## src/rtl/pe_fifo_pkg.sv

```systemverilog
// pe_fifo_pkg: shared FIFO/unpacker defaults, read-side state encoding and sizing helper
package pe_fifo_pkg;
  localparam int WIDTH_DATA_DEF = 8;
  localparam int R_PARAM_DEF = 4;
  localparam int CNT_WIDTH_DEF = 8;
  typedef enum logic [2:0] {
    IDLE  = 3'd0,
    FETCH = 3'd1,
    CAPT  = 3'd2,
    DRAIN = 3'd3,
    FIN   = 3'd4
  } state_e;
  function automatic int idx_width(input int r);
    return r > 1 ? $clog2(r) : 1;
  endfunction
endpackage

```

## src/rtl/fifo_chunk_unpacker.sv

```systemverilog
// fifo_chunk_unpacker: holds one popped chunk and walks it oldest word (MSB slice) first
module fifo_chunk_unpacker import pe_fifo_pkg::*; #(
  parameter int WIDTH_DATA = WIDTH_DATA_DEF,
  parameter int R_PARAM = R_PARAM_DEF
) (
  input  logic                            clk,
  input  logic                            rst,
  input  logic                            clr,
  input  logic                            capture,
  input  logic                            advance,
  input  logic [WIDTH_DATA*R_PARAM-1:0]   fifo_data,
  output logic [WIDTH_DATA-1:0]           word,
  output logic                            word_last
);
  localparam int IW = idx_width(R_PARAM);
  logic [WIDTH_DATA*R_PARAM-1:0] hold_q, hold_d;
  logic [IW-1:0] idx_q, idx_d;
  assign word_last = idx_q == IW'(R_PARAM - 1);
  // load a fresh chunk on capture, step the word index on each accepted beat
  always_comb begin
    hold_d = capture ? fifo_data : hold_q;
    idx_d = (capture || (advance && word_last)) ? '0 : advance ? idx_q + IW'(1) : idx_q;
  end
  // word select; index 0 is the oldest word in the top slice
  always_comb begin
    word = '0;
    for (int i = 0; i < R_PARAM; i++)
      if (idx_q == IW'(i)) word = hold_q[(R_PARAM-i)*WIDTH_DATA-1 -: WIDTH_DATA];
  end
  // abort discards whatever chunk was held
  always_ff @(posedge clk) begin
    if (rst || clr) begin
      hold_q <= '0;
      idx_q <= '0;
    end else begin
      hold_q <= hold_d;
      idx_q <= idx_d;
    end
  end
endmodule

```

## src/rtl/fifo_read_unpacker.sv

```systemverilog
// fifo_read_unpacker: pops R_PARAM-word FIFO chunks and streams them one word per beat
module fifo_read_unpacker import pe_fifo_pkg::*; #(
  parameter int WIDTH_DATA = WIDTH_DATA_DEF,
  parameter int R_PARAM = R_PARAM_DEF,
  parameter int CNT_WIDTH = CNT_WIDTH_DEF
) (
  input  logic                          clk,
  input  logic                          rst,
  input  logic                          start,
  input  logic [CNT_WIDTH-1:0]          num_chunks,
  input  logic                          abort,
  input  logic                          fifo_able_read,
  input  logic [WIDTH_DATA*R_PARAM-1:0] fifo_data,
  output logic                          fifo_read_en,
  output logic [WIDTH_DATA-1:0]         out_data,
  output logic                          out_valid,
  input  logic                          out_ready,
  output logic                          out_last,
  output logic                          busy,
  output logic                          done,
  output logic [CNT_WIDTH-1:0]          chunks_left
);
  state_e state_q, state_d;
  logic [CNT_WIDTH-1:0] cnt_q, cnt_d;
  logic word_last;
  assign fifo_read_en = state_q == FETCH && fifo_able_read;
  assign out_valid = state_q == DRAIN;
  assign out_last = out_valid && word_last && cnt_q == '0;
  assign busy = state_q != IDLE;
  assign done = state_q == FIN;
  assign chunks_left = cnt_q;
  fifo_chunk_unpacker #(.WIDTH_DATA(WIDTH_DATA), .R_PARAM(R_PARAM)) u_unpack (
    .clk(clk),
    .rst(rst),
    .clr(abort),
    .capture(state_q == CAPT),
    .advance(out_valid && out_ready),
    .fifo_data(fifo_data),
    .word(out_data),
    .word_last(word_last)
  );
  // job sequencing; abort overrides every transition including a same-cycle start
  always_comb begin
    state_d = state_q;
    cnt_d = cnt_q;
    case (state_q)
      IDLE: if (start) begin
        state_d = num_chunks != '0 ? FETCH : FIN;
        cnt_d = num_chunks;
      end
      FETCH: if (fifo_able_read) begin
        state_d = CAPT;
        cnt_d = cnt_q - CNT_WIDTH'(1);
      end
      CAPT: state_d = DRAIN;
      DRAIN: if (out_ready && word_last) state_d = cnt_q != '0 ? FETCH : FIN;
      FIN: state_d = IDLE;
      default: state_d = IDLE;
    endcase
    if (abort) state_d = IDLE;
  end
  // state and chunk counter registers
  always_ff @(posedge clk) begin
    if (rst) begin
      state_q <= IDLE;
      cnt_q <= '0;
    end else begin
      state_q <= state_d;
      cnt_q <= cnt_d;
    end
  end
endmodule
```

## config.mk

```make
export PLATFORM = sky130hd
export DESIGN_NAME = fifo_read_unpacker
export DESIGN_NICKNAME = d
export VERILOG_FILES = /design/src/rtl/pe_fifo_pkg.sv /design/src/rtl/fifo_chunk_unpacker.sv /design/src/rtl/fifo_read_unpacker.sv
export SDC_FILE = /design/constraint.sdc
export NUM_CORES = 1
export LEC_CHECK = 0
export CAP_MARGIN = 10
export CORE_UTILIZATION = 47
export DETAILED_ROUTE_END_ITERATION = 8
export PLACE_DENSITY_LB_ADDON = 0.2
export SYNTH_ARGS = -nofsm -noshare
export SYNTH_HDL_FRONTEND = slang
export SYNTH_SLANG_ARGS = --single-unit
```

## constraint.sdc

```tcl
create_clock -name clk -period 1.9 [get_ports clk]
set_input_delay 0.19 -clock clk [delete_from_list [all_inputs] [get_ports clk]]
set_output_delay 0.19 -clock clk [all_outputs]
set_load 0.03 [all_outputs]
```

==> results.md <==
* Worst slack, placed at between 100 and 150 ps
* Layout Skew at 5.65 ps
* CTS sink cnt at 45
* Total Routing Usage GR at 0.226
* Register bit total from synthesis at 45
* Max Clk Rate at about 550 MHz
* Area of the core at 4750 sq um
* CTS Buf Count at 5
* Clock transition at path regs at ~90 ps
* Post-DRT Antenna Nets at 0
* # nets final at between 400 and 500
* Highest-count cells in the layout ignoring fill and taps: 91 x nand2_1, 54 x a21oi_1, 53 x clkdlybuf4s50_1
* Max-Cap Viols at 0
* Startpoint types: register
* Post-Syn Instances at 314
* Worst EP required at 1710 ps
* Seq/Total Area, Yosys at 0.386
* Die span in x at about 72 um
* Hpwl dp at between 4000 and 5000 um
* Worst Setup End Kind: output pin
* Die height at ~72 um
* Setup CP Type: reg -> out
* Residual DRC at 0
* CTS tree: yes
* Leak pwr at around 0.0011 uW
* Vias after detailed routing at ~2,400
* CTS H-Tree Depth at 2
* VDD IR max at between 0.3 and 0.4 mV
* Count of final setup violators at 0
* Synth top area cells: dfxtp_1 39%, nand2_1 15%, a21oi_1 12%, nand3b_1 3.5%, ha_1 3.2%
* Slew headroom at 0.657
* Synth unique cells at roughly 40
* Starting Density at 0.491
* Port Buffers at 66
* Netlist Area Pre-Place at approximately 2300 sq um
* Crit share post-route at 0.964
* Top Family by Delay on Critical Path: buffers and inverters
* Vias per std cell at approximately 5.3
* Std-Cell Rows at 25
* Worst hold margin at around 440 ps
* Ys async rst share at 0
* Area Overhead vs Synth at 38.6%
* Total Wirelength at about 5800 um
* Drt pass-1 iters at 4
* Worst Setup Slack, final at approximately 68 ps
* Largest net degree at the start of global routing at 33
* Data arrival, critical path at approximately 1600 ps
* Hold Fails Final Rpt at 0
* Status: finished, final reports clean
* Crit-path cells: inv_4 -> ha_4 -> buf_6 -> nand2_1 -> a21oi_2 -> a21oi_1 -> o21ai_1 -> buf_4
* Routed len/inst at 13.0 um
* First-pass GRT wire length at around 9500 um
* Post-synth top area share at 0.386
* Setup TNS at 0 ps
* Unrepaired setup endpoints after global routing: true
* Hold Crit Class: in -> reg
* Slowest stage cell on the critical path: dfxtp_4
* Most used DFF post-synth: dfxtp_1
* Post-synth EDFFs at 0
* Yosys warns at 0
* Number of antenna diodes at 0
* Longest Clk Path Bufs at 2
* Final core utilization at 0.680
* GP Congestion at just under 0.9
* Pwr Density at approximately 640 nW/um^2
* Total die area at 5250 sq um
* Area leader, netlist: dfxtp_1
* Tightest Pin Transition at 510 ps
* DRC marker count from the first detailed-route iteration at between 150 and 200
* I/O pin cnt at between 60 and 70
* Root buf cell: clkbuf_8
* Slew Limit Fails at 0
* Crit path buf inv count at 3
* Syn nets at ~370
* Share of cells above drive strength 1 at 0.143
* Antenna violations before repair at 0
* Minimum clock period at 1830 ps
* Crit-path max cell delay at approximately 360 ps
* Clk_lat worst skew at approximately 290 ps
* Syn Area/Cell at 7.43 sq um
* Vias in the first global route at ~2,100
* Max FO, Critical Path at 9
* Overflow after GRT at 0
* Most common cell after layout, fill and taps aside: nand2_1
[routing by layer]
| layer | vias to the layer above | global-route usage | routed length (um) |
|---|---|---|---|
| met4 | 0 | 0.0632 | 65 |
| li1 | 1196 | - | - |
| met1 | 1102 | 0.288 | 2540 |
| met5 | - | 0 | 0 |
| met2 | 67 | 0.400 | 2960 |
| met3 | 6 | 0.0306 | 235 |
[logic make-up (layout without fill, tap and decap cells)]
family | after synthesis | count (layout) | synth area share
and+or+nand+nor | 139 | 139 | 0.284
AOI/OAI and AO/OA | 91 | 91 | 0.229
DFF | 45 | 45 | 0.386
buffers and inverters | 31 | 94 | 0.0585
adders and majority gates | 6 | 6 | 0.0322
muxes | 2 | 2 | 0.0107
[tightest hold or removal path: cells and delay by family]
family	cells	cell delay, ps
compound gates	1	50
buf+inv	1	390
simple gates	1	50
[state kept, by name (all words and copies together) (netlist names)]
name             cells
state_q              3
u_unpack.idx_q       2
u_unpack.hold_q     32
chunks_left          8
[cells in the mapped netlist (2+ instances only)]
| library cell | instances |
|---|---|
| ha_1 | 6 |
| dfxtp_1 | 45 |
| nand2_1 | 91 |
| nor2_1 | 7 |
| a21o_1 | 3 |
| or2_2 | 2 |
| buf_2 | 6 |
| nor3_1 | 5 |
| nand3_1 | 5 |
| nor4_1 | 3 |
| buf_1 | 2 |
| nand3b_1 | 11 |
| inv_1 | 8 |
| o21ai_0 | 14 |
| a21oi_1 | 58 |
| nor2b_1 | 4 |
| clkbuf_1 | 12 |
| a21boi_0 | 2 |
| nand2b_1 | 3 |
| a211oi_1 | 4 |
| or3_1 | 3 |
[stage by stage]
stage	area [sq um]	std cells	power, uW
floorplan	2330	314	1180
global placement	3030	434	1340
detailed placement	3030	434	1340
CTS	3180	442	2080
global route	3230	444	2150
finish	3230	444	2060
[final cells by class]
cell class | count | area, sq um
fillers | 434 | 1520
multi-input cells | 238 | 1360
flip-flops and latches | 45 | 907
repair buffers | 78 | 737
clock buffers | 7 | 86.3
well taps | 67 | 83.8
inverters | 8 | 32.5
clock inverters | 1 | 30.0
[power by group]
group | internal (uW) | switching [uW] | total (uW)
Combinational | 180 | 160 | 340
Clock | 429 | 309 | 738
Sequential | 959 | 26.4 | 986
Total | 1570 | 496 | 2060
[path summary, 6_finish.rpt]
kind                        from                  end  slack, ps  cells past startpoint
max            u_unpack.idx_q[1]          out_data[3]         70                      8
max reg2reg           state_q[0]       chunks_left[5]        270                      4
min reg2reg  u_unpack.hold_q[17]  u_unpack.hold_q[17]        460                      2
min                 fifo_data[6]   u_unpack.hold_q[6]        440                      3
[what timing repair did]
| item | 4_1_cts | 5_1_grt |
|---|---|---|
| gates resized for setup | 11 | 11 |
| hold buffers | 0 | 0 |
| setup buffers | 0 | 2 |
| pin swaps | 1 | 3 |
| endpoints found under the setup margin | 10 | 9 |
| endpoints found under the hold margin | 0 | 0 |
Power figures use the tool's default switching activity.
